===== config.mk =====
export PLATFORM = sky130hd
export DESIGN_NAME = seg7_scan_driver
export DESIGN_NICKNAME = d
export VERILOG_FILES = /design/src/rtl/seg7_scan_driver_pkg.sv /design/src/rtl/seg7_hex_nibble.sv /design/src/rtl/seg7_scan_driver.sv
export SDC_FILE = /design/constraint.sdc
export NUM_CORES = 1
export LEC_CHECK = 0
export BUFFER_PORTS_ARGS = -buffer_cell sky130_fd_sc_hd__buf_2
export CORE_MARGIN = 2
export CORE_UTILIZATION = 40
export CTS_CLUSTER_DIAMETER = 200
export CTS_CLUSTER_SIZE = 8
export DETAILED_ROUTE_END_ITERATION = 10
export HOLD_SLACK_MARGIN = 0.02
export PLACE_DENSITY_LB_ADDON = 0.12
export SYNTH_ARGS = -nofsm -noshare
export SYNTH_HDL_FRONTEND = slang
export SYNTH_HIERARCHICAL = 1
export SYNTH_SLANG_ARGS = --single-unit
export TNS_END_PERCENT = 10

===== constraint.sdc =====
create_clock -name clk -period 2.8 [get_ports clk]
set_input_delay 0.14 -clock clk [delete_from_list [all_inputs] [get_ports clk]]
set_output_delay 0.14 -clock clk [all_outputs]
set_load 0.02 [all_outputs]

===== src/rtl/seg7_scan_driver_pkg.sv =====
// Shared types and glyph constants for the 7-segment scan driver.
// Producers of raw-mode text reuse the GLYPH_* patterns directly.
package seg7_scan_driver_pkg;

    typedef enum logic {
        ST_IDLE = 1'b0,
        ST_PEND = 1'b1
    } upd_state_e;

    // Bit positions inside an active-low {dp,g,f,e,d,c,b,a} segment byte
    typedef enum int {
        SEG_A  = 0,
        SEG_B  = 1,
        SEG_C  = 2,
        SEG_D  = 3,
        SEG_E  = 4,
        SEG_F  = 5,
        SEG_G  = 6,
        SEG_DP = 7
    } seg_bit_e;

    localparam logic [7:0] SEG_OFF = 8'hFF;

    localparam logic [7:0] GLYPH_0 = 8'hC0;
    localparam logic [7:0] GLYPH_1 = 8'hF9;
    localparam logic [7:0] GLYPH_2 = 8'hA4;
    localparam logic [7:0] GLYPH_3 = 8'hB0;
    localparam logic [7:0] GLYPH_4 = 8'h99;
    localparam logic [7:0] GLYPH_5 = 8'h92;
    localparam logic [7:0] GLYPH_6 = 8'h82;
    localparam logic [7:0] GLYPH_7 = 8'hF8;
    localparam logic [7:0] GLYPH_8 = 8'h80;
    localparam logic [7:0] GLYPH_9 = 8'h90;
    localparam logic [7:0] GLYPH_A = 8'h88;
    localparam logic [7:0] GLYPH_B = 8'h83;
    localparam logic [7:0] GLYPH_C = 8'hC6;
    localparam logic [7:0] GLYPH_D = 8'hA1;
    localparam logic [7:0] GLYPH_E = 8'h86;
    localparam logic [7:0] GLYPH_F = 8'h8E;

    // Letters for score/text banners; O shares the zero shape, R is lowercase r
    localparam logic [7:0] GLYPH_S = 8'h92;
    localparam logic [7:0] GLYPH_O = 8'hC0;
    localparam logic [7:0] GLYPH_R = 8'hAF;

endpackage


===== src/rtl/seg7_hex_nibble.sv =====
// Combinational hex nibble to active-low gfedcba pattern.
module seg7_hex_nibble
    import seg7_scan_driver_pkg::*;
(
    input  logic [3:0] i_nibble,
    output logic [6:0] o_seg
);

    // NOTE: default assigned first so every path drives o_seg and no latch is inferred.
    always_comb begin
        o_seg = SEG_OFF[6:0];
        case (i_nibble)
            4'h0: o_seg = GLYPH_0[6:0];
            4'h1: o_seg = GLYPH_1[6:0];
            4'h2: o_seg = GLYPH_2[6:0];
            4'h3: o_seg = GLYPH_3[6:0];
            4'h4: o_seg = GLYPH_4[6:0];
            4'h5: o_seg = GLYPH_5[6:0];
            4'h6: o_seg = GLYPH_6[6:0];
            4'h7: o_seg = GLYPH_7[6:0];
            4'h8: o_seg = GLYPH_8[6:0];
            4'h9: o_seg = GLYPH_9[6:0];
            4'hA: o_seg = GLYPH_A[6:0];
            4'hB: o_seg = GLYPH_B[6:0];
            4'hC: o_seg = GLYPH_C[6:0];
            4'hD: o_seg = GLYPH_D[6:0];
            4'hE: o_seg = GLYPH_E[6:0];
            4'hF: o_seg = GLYPH_F[6:0];
            default: o_seg = SEG_OFF[6:0];
        endcase
    end

endmodule


===== src/rtl/seg7_scan_driver.sv =====
// Time-multiplexed N-digit common-anode 7-segment driver with
// frame-synchronous snapshot commit, blanking, blink and zero suppression.
module seg7_scan_driver
    import seg7_scan_driver_pkg::*;
#(
    parameter int DIGITS    = 8,
    parameter int SCAN_DIV  = 50000,
    parameter int GUARD     = 1,
    parameter int BLINK_BIT = 5
) (
    input  logic                  clk,
    input  logic                  rst,
    input  logic                  load,
    output logic                  ready,
    input  logic                  raw_mode,
    input  logic                  lzs,
    input  logic [4*DIGITS-1:0]   hex,
    input  logic [DIGITS-1:0]     point,
    input  logic [DIGITS-1:0]     blank,
    input  logic [DIGITS-1:0]     blink,
    input  logic [8*DIGITS-1:0]   raw,
    output logic [DIGITS-1:0]     an,
    output logic [7:0]            seg
);

    localparam int PW = (SCAN_DIV > 1) ? $clog2(SCAN_DIV) : 1;
    localparam int IW = (DIGITS > 1) ? $clog2(DIGITS) : 1;

    typedef struct packed {
        logic                raw_mode;
        logic                lzs;
        logic [4*DIGITS-1:0] hex;
        logic [DIGITS-1:0]   point;
        logic [DIGITS-1:0]   blank;
        logic [DIGITS-1:0]   blink;
        logic [8*DIGITS-1:0] raw;
    } snap_t;

    localparam snap_t SNAP_RESET = '{
        raw_mode: 1'b0, lzs: 1'b0, hex: '0, point: '0,
        blank: '1, blink: '0, raw: '1
    };

    logic [PW-1:0]      r_pcnt;
    logic [IW-1:0]      r_idx;
    logic [BLINK_BIT:0] r_fcnt;
    upd_state_e         r_state;
    upd_state_e         w_state_nxt;
    snap_t              r_shadow;
    snap_t              r_active;
    snap_t              w_snap_in;
    logic               w_tick;
    logic               w_last;
    logic               w_frame_end;
    logic               w_capture;
    logic               w_commit;

    assign w_tick      = (r_pcnt == PW'(SCAN_DIV - 1));
    assign w_last      = (r_idx == IW'(DIGITS - 1));
    assign w_frame_end = w_tick & w_last;
    assign ready       = (r_state == ST_IDLE);

    assign w_snap_in = '{
        raw_mode: raw_mode, lzs: lzs, hex: hex, point: point,
        blank: blank, blink: blink, raw: raw
    };

    // NOTE: sequential state uses <= so every flop samples pre-edge values.
    always_ff @(posedge clk) begin
        if (rst) begin
            r_pcnt <= '0;
            r_idx  <= '0;
            r_fcnt <= '0;
        end else if (w_tick) begin
            r_pcnt <= '0;
            r_idx  <= w_last ? '0 : r_idx + 1'b1;
            if (w_last) r_fcnt <= r_fcnt + 1'b1;
        end else begin
            r_pcnt <= r_pcnt + 1'b1;
        end
    end

    always_ff @(posedge clk) begin
        if (rst) r_state <= ST_IDLE;
        else     r_state <= w_state_nxt;
    end

    // A load arriving while an update is pending is dropped, not queued
    always_comb begin
        w_state_nxt = r_state;
        w_capture   = 1'b0;
        w_commit    = 1'b0;
        case (r_state)
            ST_IDLE: if (load) begin
                w_capture   = 1'b1;
                w_state_nxt = ST_PEND;
            end
            ST_PEND: if (w_frame_end) begin
                w_commit    = 1'b1;
                w_state_nxt = ST_IDLE;
            end
            default: w_state_nxt = ST_IDLE;
        endcase
    end

    always_ff @(posedge clk) begin
        if (rst) begin
            r_shadow <= SNAP_RESET;
            r_active <= SNAP_RESET;
        end else begin
            if (w_capture) r_shadow <= w_snap_in;
            if (w_commit)  r_active <= r_shadow;
        end
    end

    logic [3:0] w_hex_d [DIGITS];
    logic [7:0] w_raw_d [DIGITS];

    for (genvar g = 0; g < DIGITS; g++) begin : g_unpack
        assign w_hex_d[g] = r_active.hex[4*g +: 4];
        assign w_raw_d[g] = r_active.raw[8*g +: 8];
    end

    // Top-down prefix-OR: a digit is a leading zero when it and all above are zero
    logic [DIGITS-1:0] w_lz_mask;
    always_comb begin
        logic v_any_nz;
        v_any_nz  = 1'b0;
        w_lz_mask = '0;
        for (int i = DIGITS - 1; i >= 0; i--) begin
            v_any_nz     = v_any_nz | (|w_hex_d[i]);
            w_lz_mask[i] = ~v_any_nz;
        end
    end

    logic [6:0] w_glyph;

    seg7_hex_nibble u_hex_nibble (
        .i_nibble (w_hex_d[r_idx]),
        .o_seg    (w_glyph)
    );

    logic       w_dark;
    logic [7:0] w_seg_lit;

    always_comb begin
        w_dark = r_active.blank[r_idx]
               | (r_active.blink[r_idx] & r_fcnt[BLINK_BIT])
               | (~r_active.raw_mode & r_active.lzs & (r_idx != '0) & w_lz_mask[r_idx]);
        if (r_active.raw_mode) begin
            w_seg_lit = w_raw_d[r_idx];
        end else begin
            w_seg_lit         = {1'b1, w_glyph};
            w_seg_lit[SEG_DP] = ~r_active.point[r_idx];
        end
    end

    logic [DIGITS-1:0] r_an;
    logic [7:0]        r_seg;

    // Dark digits still get their anode slot so brightness stays uniform
    always_ff @(posedge clk) begin
        if (rst) begin
            r_an  <= '1;
            r_seg <= SEG_OFF;
        end else begin
            r_an  <= (int'(r_pcnt) < GUARD) ? '1 : ~(DIGITS'(1) << r_idx);
            r_seg <= w_dark ? SEG_OFF : w_seg_lit;
        end
    end

    assign an  = r_an;
    assign seg = r_seg;

endmodule


==> metrics.cfg, run 1 <==
[floorplanning]
die-area_sq_mm=0.03069
die_x_microns=175.2
fp-row-count=62
pin_count=142
dieHeight_microns=175.2
core_region_area_sq_mm=0.02878
initial_core_util=0.4073

[logic_synthesis]
ys_types=48
synth.net_count=1533
synth_area_leaders=dfxtp_1 (49%), nand2_1 (17%), nand3b_1 (9.2%)
synth-seq-cells=286
async_flop_share=0
yosysMostFrequentCell=nand2_1
avgSynthCellArea_sq_um=8.421
yosysWarnings=6
synth_common_cells=nand2_1 (525), dfxtp_1 (286), nand3b_1 (144), a21oi_1 (107), clkbuf_1 (59)
yosysTopAreaCell=dfxtp_1
synth_area_sq_mm=0.01172
yosysSeqAreaShare=0.4884
synth-main-ff-cell=dfxtp_1
synth_cells=1392
yosysTopAreaCellShare=0.4884
synth-edff-count=0

[setup_path]
crit_slowest_cell=mux4_2
reg2reg_to=seg[0]
critPathKind=register to register
crit_required_ns=3.24
cp-end-kind=register
path_cells=mux4_2 -> nand2_1 -> nand2_1 -> inv_1 -> ha_1 -> and2b_2 -> or3b_1 -> o21ai_0 -> mux2i_1 -> nand3_1
r2r_slack_ns=0.17
crit_fanout=9
arrival_ns=3.07
ff2ff_path_depth=10
start_kind=register
r2r-start=r_idx[0]
critPathMaxStageDelay_ns=0.55
crit_start=r_idx[0]
crit_top_cell=nand2_1

[final_layout]
register_area_sq_mm=0.005727
drive_gt1_frac=0.1510
layout.nets=1762
postLayoutCoreUtil=0.5225
multi_input_area_sq_mm=0.005520
fillCellCount=2731
final_area_sq_mm=0.01504
area_growth_pct=28.28
n_antenna_cell=0

[routing]
totalWireLength_microns=30220
drt-vias-per-instance=4.924
drtIter0Drc=641
drc=0
vias=9882
antenna_left=0
drtPass1Iterations=4
routedWlPerCell_microns=15.06

[clock_tree]
clkTransAtPathRegs_ns=0.05
clk_path_buf_depth=3
cts_hold_buf=123
cts-root-buf=clkbuf_16
h-tree-depth=2
cts_inserted_buffers=41
clock-sinks=286
clk_latency_ns=0.52
cts_tree=done
cts_setup_buffers=0
ctsResizeCount=0

[power]
ir_worst_vdd_uv=341.1
power_density_mw_per_mm2=612.6
p_seq_frac=0.465
switching_share=0.2163
power.total_w=0.009212
intPower_w=0.007220
cellLeakagePower_nw=6.167
p_clk_frac=0.472
power_switching_w=0.001993
comb_power_share=0.063

[sta]
period_needed_ns=2.629
rsz0062_at_grt=no
finalHoldViolations=0
fin_setup_tns_ns=0
slew_viol_final=0
fmax_mhz=380.4
finClkSkew_ns=0.01229
slew_headroom=0.4774
hold_slack_ns=0.1444
fin_crit_sh=0.9388
finalSetupViolCount=0
worstMarginPinSlew_ns=0.7839

[global_routing]
grt_pass1_vias=10020
antenna_found_initial=0
grt_first_pass_wirelength_microns=50360
grt_overflow_total=0
grtUsageTotal=0.1986
grt_max_degree=108

[placement]
port_buffers=141
dpl_cell_area_sq_mm=0.01271
gp_congestion=0.8246
dp_hpwl_microns=19410

[hold_path]
holdPathStages=2
hold_class=primary input to register
min_to=r_fcnt[3]
hold_start=rst

[run]
maxCapViolCount=0

[outcome]
run_status=finished clean

## worst max-delay path by stage
| stage | to | slack [ns] | cells past startpoint |
|---|---|---|---|
| after floorplan | seg[0] | 0.007 | 13 |
| after detailed placement | seg[0] | 0.21 | 9 |
| after global routing | seg[0] | 0.006 | 10 |
| final | seg[0] | 0.17 | 10 |
| after global placement | seg[0] | 0.27 | 9 |
| after CTS | seg[0] | 0.18 | 9 |
## power groups by stage
stage | Sequential, W | Combinational (W) | Clock, W
after CTS | 0.00429 | 0.000586 | 0.00446
after global routing | 0.00430 | 0.000656 | 0.00464
after floorplan | 0.00434 | 0.000288 | 0
final | 0.00429 | 0.000579 | 0.00435
after detailed placement | 0.00436 | 0.000456 | 0
after global placement | 0.00436 | 0.000449 | 0
## critical path, delay by kind of cell, from the launching register on
kind	cells	cell delay, ns
compound gates	1	0.09
buf+inv	1	0.19
flops	1	0.48
simple gates	5	0.92
fa+ha+maj	1	0.22
mux	2	0.65
## logic make-up after synthesis
| family | synth area share |
|---|---|
| buffers and inverters | 0.04216 |
| AND/OR/NAND/NOR | 0.3024 |
| flip-flops | 0.4884 |
| XOR/XNOR | 0.01345 |
| multiplexers | 0.07109 |
| adder cells (fa/ha/maj) | 0.01708 |
| AO/OA/AOI/OAI | 0.06543 |
## cell type report
class,count,area share
inverter,13,0.003245
clock inverter,1,0.0005824
sequential,286,0.3808
tap,384,0.03195
multi-input combinational,994,0.3671
timing repair buffer,285,0.1439
clock buffer,44,0.07247
## layout by cell type (no fill, tap or decap), types with 3 or more instances in the layout
master,instances
a21oi_1,107
a221oi_1,7
and3_1,3
buf_12,5
buf_2,140
buf_4,16
clkbuf_16,43
dfxtp_1,285
dlygate4sd3_1,123
ha_1,16
inv_1,12
mux2_2,15
mux2i_1,30
mux4_2,15
nand2_1,524
nand3_1,19
nand3b_1,144
nand4_1,8
nor2_1,34
nor3_1,5
nor4_1,7
o21ai_0,5
o22ai_1,7
xnor2_1,9
xor2_1,9
## through the flow
stage               setup slack, ns  cells
global route               0.006224   2007
CTS                          0.1830   2007
detailed placement           0.2109   1839
global placement             0.2737   1839
finish                       0.1713   2007
floorplan                  0.007393   1392
## state kept, by name, summed over array words and instances (netlist names)
register and flops:
r_idx 3, r_pcnt 16, seg 8, r_fcnt 6
r_state 1, r_active 122, an 8, r_shadow 122
## layer usage
metal	track usage	routed length [microns]
met1	0.2694	14680
met2	0.3261	13770
met3	0.03351	1220
met4	0.05556	547
met5	0	0
Note: power is estimated with default switching activity, not from simulation.
==> run 2: changes to the inputs <==
--- a/config.mk
+++ b/config.mk
@@ -6,8 +6,10 @@
 export NUM_CORES = 1
 export LEC_CHECK = 0
 export BUFFER_PORTS_ARGS = -buffer_cell sky130_fd_sc_hd__buf_2
+export CELL_PAD_IN_SITES_DETAIL_PLACEMENT = 0
+export CELL_PAD_IN_SITES_GLOBAL_PLACEMENT = 1
 export CORE_MARGIN = 2
-export CORE_UTILIZATION = 40
+export CORE_UTILIZATION = 39
 export CTS_CLUSTER_DIAMETER = 200
 export CTS_CLUSTER_SIZE = 8
 export DETAILED_ROUTE_END_ITERATION = 10
==> run 2 against run 1 <==
Against the previous run: routed wire length decreased by 1.0%; critical endpoint is now seg[3]; final cell count grew 0.35%; clock power is essentially flat; sequential cell count unchanged; largest cell class unchanged; worst setup slack improved by 0.11 ns; clock skew increased by 0.0037 ns; sequential power about the same; total power down 0.11%; sequential share of layout area barely moved.
==> metrics.cfg, run 2 (synthesis results as in run 1) <==
[outcome]
run_status=finished clean

[sta]
fmax_mhz=397.3
rsz0062_at_grt=no
fin_crit_sh=0.8989
finClkSkew_ns=0.01594
period_needed_ns=2.517
finalHoldViolations=0
finalSetupViolCount=0
fin_setup_tns_ns=0
slew_headroom=0.5360
slew_viol_final=0
worstMarginPinSlew_ns=0.6929

[setup_path]
critPathKind=register to register
cp-end-kind=register
critPathMaxStageDelay_ns=0.61
arrival_ns=2.87
start_kind=register
path_cells=mux4_2 -> nand2_1 -> nand2_1 -> inv_1 -> ha_1 -> inv_1 -> mux4_1 -> mux2i_1 -> nand3_1
crit_slowest_cell=dfxtp_1
crit_fanout=12
crit_required_ns=3.16

[hold_path]
hold_class=primary input to register

[clock_tree]
cts_inserted_buffers=41
clkTransAtPathRegs_ns=0.05
cts-root-buf=clkbuf_16
cts_setup_buffers=0
h-tree-depth=2
clk_latency_ns=0.51
clock-sinks=286
cts_tree=done
clk_path_buf_depth=3

[final_layout]
largestRegisters=r_active (122), r_shadow (122), r_pcnt (16)
finalNonFillerCells=2014
layout.nets=1763
multi_input_area_sq_mm=0.005520
final_cell_mix=nand2_1 (524), dfxtp_1 (285), nand3b_1 (144), buf_2 (140), dlygate4sd3_1 (123)
area_growth_pct=28.43
fillCellCount=2900
register_area_sq_mm=0.005729
drive_gt1_frac=0.1515
final_common_cell=nand2_1
n_antenna_cell=0

[floorplanning]
core_region_area_sq_mm=0.02964
pin_count=142
die-area_sq_mm=0.03146
dieHeight_microns=177.4
fp-row-count=63
die_x_microns=177.4
initial_core_util=0.3955

[global_routing]
grtUsageTotal=0.1911
grt_pass1_vias=9510
grt_overflow_total=0
grt_max_degree=123
antenna_found_initial=0
grt_first_pass_wirelength_microns=48850

[power]
power_density_mw_per_mm2=611.2
ir_worst_vdd_uv=388.7
cellLeakagePower_nw=6.174

[routing]
vias=9860
drtIter0Drc=602
drtPass1Iterations=5
antenna_left=0
drc=0
routedWlPerCell_microns=14.85
drt-vias-per-instance=4.896
totalWireLength_microns=29910

[placement]
port_buffers=141
dp_hpwl_microns=18770
dp.cells=1846
gp_congestion=0.8061

[run]
maxCapViolCount=0

[run 2: cell count changes in the layout (fill, tap and decap cells not counted), sizes merged]
cell  before  now
buf      162  163
[run 2: repair_timing]
item / in CTS / in global routing
endpoints found under the hold margin: 123 / 0
gates resized for setup: 0 / 1
hold buffers: 123 / 0
endpoints found under the setup margin: 0 / 1
[run 2: power by group]
part | switching, W | total, W | internal [W]
Combinational | 0.000272 | 0.000579 | 0.000306
Clock | 0.00164 | 0.00434 | 0.00270
Sequential | 0.0000730 | 0.00428 | 0.00421
Total | 0.00199 | 0.00920 | 0.00722
[run 2: critical path, delay by kind of cell (launching register included)]
kind                       cells  cell delay [ns]
and+or+nand+nor                3             0.35
muxes                          3             0.90
DFF                            1             0.61
adders and majority gates      1             0.31
buffers and inverters          2             0.20
[run 2: area by class of cell]
| cell class | instances | share of cell area |
|---|---|---|
| tap | 390 | 0.03241 |
| clock inverter | 1 | 0.0005817 |
| sequential | 286 | 0.3805 |
| clock buffer | 44 | 0.07238 |
| inverter | 13 | 0.003241 |
| timing repair buffer | 286 | 0.1442 |
| multi-input combinational | 994 | 0.3667 |
[run 2: layer usage]
metal / up-vias / global-route usage / routed length [microns] / share of wire
met3: 40 / 0.02871 / 1141 / 0.038
met5: - / 0 / 0 / 0
met2: 193 / 0.3001 / 13160 / 0.44
met4: 0 / 0.04269 / 449 / 0.015
li1: 5063 / - / - / -
met1: 4564 / 0.2772 / 15160 / 0.51
[run 2: final timing paths]
| kind | endpoint | start | slack [ns] | depth (start not counted) |
|---|---|---|---|---|
| worst max-delay path | seg[3] | r_idx[1] | 0.28 | 9 |
| worst min-delay path | r_pcnt[2] | rst | 0.07 | 2 |
| worst max register to register | seg[3] | r_idx[1] | 0.28 | 9 |
| worst min register to register | r_active[66] | r_active[66] | 0.45 | 2 |
[run 2: metrics by stage]
stage | setup slack, ns | utilization | total power (W) | cell area, sq um | hold slack, ns
3_5_place_dp | 0.1919 | 0.4293 | 0.004819 | 12720 | 0.3534
3_3_place_gp | 0.2423 | 0.4293 | 0.004814 | 12720 | 0.3486
5_1_grt | 0.1018 | 0.5080 | 0.009591 | 15060 | 0.1154
6_report | 0.2830 | 0.5080 | 0.009202 | 15060 | 0.06798
4_1_cts | 0.1767 | 0.5079 | 0.009354 | 15050 | 0.06999
2_1_floorplan | 0.007393 | - | 0.004627 | 11730 | 0.2625
==> run 3: changes to the inputs <==
--- a/config.mk
+++ b/config.mk
@@ -5,16 +5,17 @@
 export SDC_FILE = /design/constraint.sdc
 export NUM_CORES = 1
 export LEC_CHECK = 0
+export ABC_AREA = 1
 export BUFFER_PORTS_ARGS = -buffer_cell sky130_fd_sc_hd__buf_2
 export CELL_PAD_IN_SITES_DETAIL_PLACEMENT = 0
 export CELL_PAD_IN_SITES_GLOBAL_PLACEMENT = 1
 export CORE_MARGIN = 2
-export CORE_UTILIZATION = 39
+export CORE_UTILIZATION = 40
 export CTS_CLUSTER_DIAMETER = 200
 export CTS_CLUSTER_SIZE = 8
 export DETAILED_ROUTE_END_ITERATION = 10
 export HOLD_SLACK_MARGIN = 0.02
-export PLACE_DENSITY_LB_ADDON = 0.12
+export PLACE_DENSITY_LB_ADDON = 0.1
 export SYNTH_ARGS = -nofsm -noshare
 export SYNTH_HDL_FRONTEND = slang
 export SYNTH_HIERARCHICAL = 1
==> constraint.sdc (replaced) <==
create_clock -name clk -period 2.4 [get_ports clk]
set_input_delay 0.12 -clock clk [delete_from_list [all_inputs] [get_ports clk]]
set_output_delay 0.12 -clock clk [all_outputs]
set_load 0.02 [all_outputs]
==> run 3 against run 2 <==
Against the previous run: final cell count is 21% higher; critical path depth up 6; global-route usage rose by 1.8 points; first-iteration DRC count down 5.3%; sequential share of layout area is 1.8 points lower; via count grew 18%; die area up 3.5%; synthesized cell count rose by 31%; clock-buffer cell count decreased by 2; routed wire length up 14%; non-clock buffer count up 10.
==> metrics.cfg, run 3 <==
[outcome]
run_status=finished clean

[sta]
slew_viol_final=0
worstMarginPinSlew_ns=0.7995
hold_slack_ns=0.3186
fin_crit_sh=0.9014
fmax_mhz=462.2
fin_setup_tns_ns=0
finClkSkew_ns=0.01946
finalSetupViolCount=0
slew_headroom=0.4670
finalHoldViolations=0
period_needed_ns=2.163
rsz0062_at_grt=no

[global_routing]
grt_first_pass_wirelength_microns=56880
grt_max_degree=134
grtUsageTotal=0.2089
antenna_found_initial=0
grt_pass1_vias=11580
grt_overflow_total=0

[placement]
gp_congestion=0.7968
port_buffers=141
dp_hpwl_microns=21630

[setup_path]
critPathMaxStageDelay_ns=0.33
crit_top_cell=nand2_1
path_cells=inv_2 -> a21oi_1 -> o21ai_1 -> nand2_1 -> nor2_1 -> a31oi_4 -> buf_4 -> ha_1 -> nand2_1 -> o21ai_1 -> nand2_1 -> nand2_1 -> or2_2 -> nand2_1 -> nand3_1
crit_buf_inv=2
crit_required_ns=2.80
start_kind=register
arrival_ns=2.57
cp-end-kind=register
critPathKind=register to register
crit_fanout=15
crit_slowest_cell=dfxtp_2
cpLargestDelayFamily=simple AND/OR/NAND/NOR gates

[floorplanning]
initial_core_util=0.4069
fp-row-count=64
die_x_microns=180.4
die-area_sq_mm=0.03255
dieHeight_microns=180.4
core_region_area_sq_mm=0.03059
pin_count=142

[final_layout]
multi_input_area_sq_mm=0.005670
largestRegisters=r_active (122), r_shadow (122), r_pcnt (16)
final_cell_mix=nand2_1 (546), nand3_1 (301), dfxtp_1 (283), nor2_1 (251), buf_2 (141)
fillCellCount=3120
final_common_cell=nand2_1
n_antenna_cell=0
register_area_sq_mm=0.005729
postLayoutCoreUtil=0.5160
layout.nets=2181
drive_gt1_frac=0.1268
area_growth_pct=26.81

[clock_tree]
cts-root-buf=clkbuf_16
h-tree-depth=2
clk_path_buf_depth=3
cts_tree=done
clk_latency_ns=0.53
cts_inserted_buffers=41
clock-sinks=286
cts_setup_buffers=0
clkTransAtPathRegs_ns=0.05

[power]
power_switching_w=0.002474
power_density_mw_per_mm2=683.2
switching_share=0.2294
intPower_w=0.008309
p_clk_frac=0.468
comb_power_share=0.066
ir_worst_vdd_uv=465.2
cellLeakagePower_nw=7.954
power.total_w=0.01078
p_seq_frac=0.466

[routing]
drt-vias-per-instance=4.781
drc=0
antenna_left=0
drtIter0Drc=570
drtPass1Iterations=5
vias=11660
routedWlPerCell_microns=13.94
totalWireLength_microns=33980

[logic_synthesis]
yosysMostFrequentCell=nand2_1
synth-edff-count=0
avgSynthCellArea_sq_um=6.851
synth_cells=1817
synth_area_sq_mm=0.01245
yosysSeqAreaShare=0.4599
yosysTopAreaCell=dfxtp_1
ys_types=30
async_flop_share=0
yosysWarnings=6
synth_common_cells=nand2_1 (547), nand3_1 (301), dfxtp_1 (286), nor2_1 (251), inv_1 (131)
synth.net_count=1958
yosysTopAreaCellShare=0.4599
synth-main-ff-cell=dfxtp_1
synth_area_leaders=dfxtp_1 (46%), nand2_1 (16%), nand3_1 (12%)
synth-seq-cells=286

[run]
maxCapViolCount=0

[hold_path]
hold_class=primary input to register

-- run 3: cell types whose count changed after synthesis, sizes merged, moves of 70 or more --
cell and change:
nor2 +222, a21oi -72, o21ai +70, inv +125, nand3b -144, nand3 +282
-- run 3: what timing repair did --
item,4_1_cts,5_1_grt
resized for setup,0,2
endpoints found under the hold margin,127,0
setup endpoints to repair,0,1
hold buffers,124,0
-- run 3: final timing paths --
check	from	to	slack [ns]	cells past startpoint
setup / recovery	r_idx[0]	seg[5]	0.24	15
hold / removal	raw[19]	r_shadow[19]	0.32	4
setup reg to reg	r_idx[0]	seg[5]	0.24	15
hold reg to reg	r_active[39]	r_active[39]	0.46	2
-- run 3: logic make-up after synthesis --
| kind of cell | after synthesis | synth area share |
|---|---|---|
| compound gates | 115 | 0.04714 |
| xor+xnor | 7 | 0.004925 |
| fa+ha+maj | 16 | 0.01608 |
| buf+inv | 254 | 0.08855 |
| flops | 286 | 0.4599 |
| simple gates | 1139 | 0.3834 |
-- run 3: final cells by class --
class | instances | share of cell area
clock inverters | 3 | 0.002616
repair buffers | 296 | 0.1447
multi-input cells | 1277 | 0.3592
flip-flops and latches | 286 | 0.3630
inverters | 138 | 0.03329
well taps | 396 | 0.03139
clock buffers | 42 | 0.06587
-- run 3: per-stage QoR --
| stage | cell area [sq um] | setup WS, ns | std cells |
|---|---|---|---|
| final | 15790 | 0.2366 | 2438 |
| after global routing | 15790 | 0.02967 | 2438 |
| after CTS | 15770 | 0.1999 | 2438 |
| after detailed placement | 13450 | 0.2061 | 2269 |
| after global placement | 13450 | 0.2355 | 2269 |
| after floorplan | 12500 | 0.005163 | 1817 |
-- run 3: power by group through the flow --
stage / registers, W / logic [W] / clock network, W
after global placement: 0.00512 / 0.000555 / 0
after floorplan: 0.00509 / 0.000357 / 0
after CTS: 0.00503 / 0.000721 / 0.00519
after detailed placement: 0.00512 / 0.000565 / 0
final: 0.00503 / 0.000711 / 0.00504
after global routing: 0.00504 / 0.000814 / 0.00539
-- run 3: layer usage --
layer	track usage	wire length [microns]
met1	0.2666	15840
met3	0.02850	918
met5	0	0
met4	0.05806	696
met2	0.3684	16520
-- run 3: worst register-to-register path, stage by stage, from the launching register on --
cell	delay [ns]
dfxtp_2	0.33
inv_2	0.18
a21oi_1	0.09
o21ai_1	0.08
nand2_1	0.06
nor2_1	0.17
a31oi_4	0.06
buf_4	0.19
ha_1	0.19
nand2_1	0.11
o21ai_1	0.08
nand2_1	0.06
nand2_1	0.05
or2_2	0.26
nand2_1	0.06
nand3_1	0.07
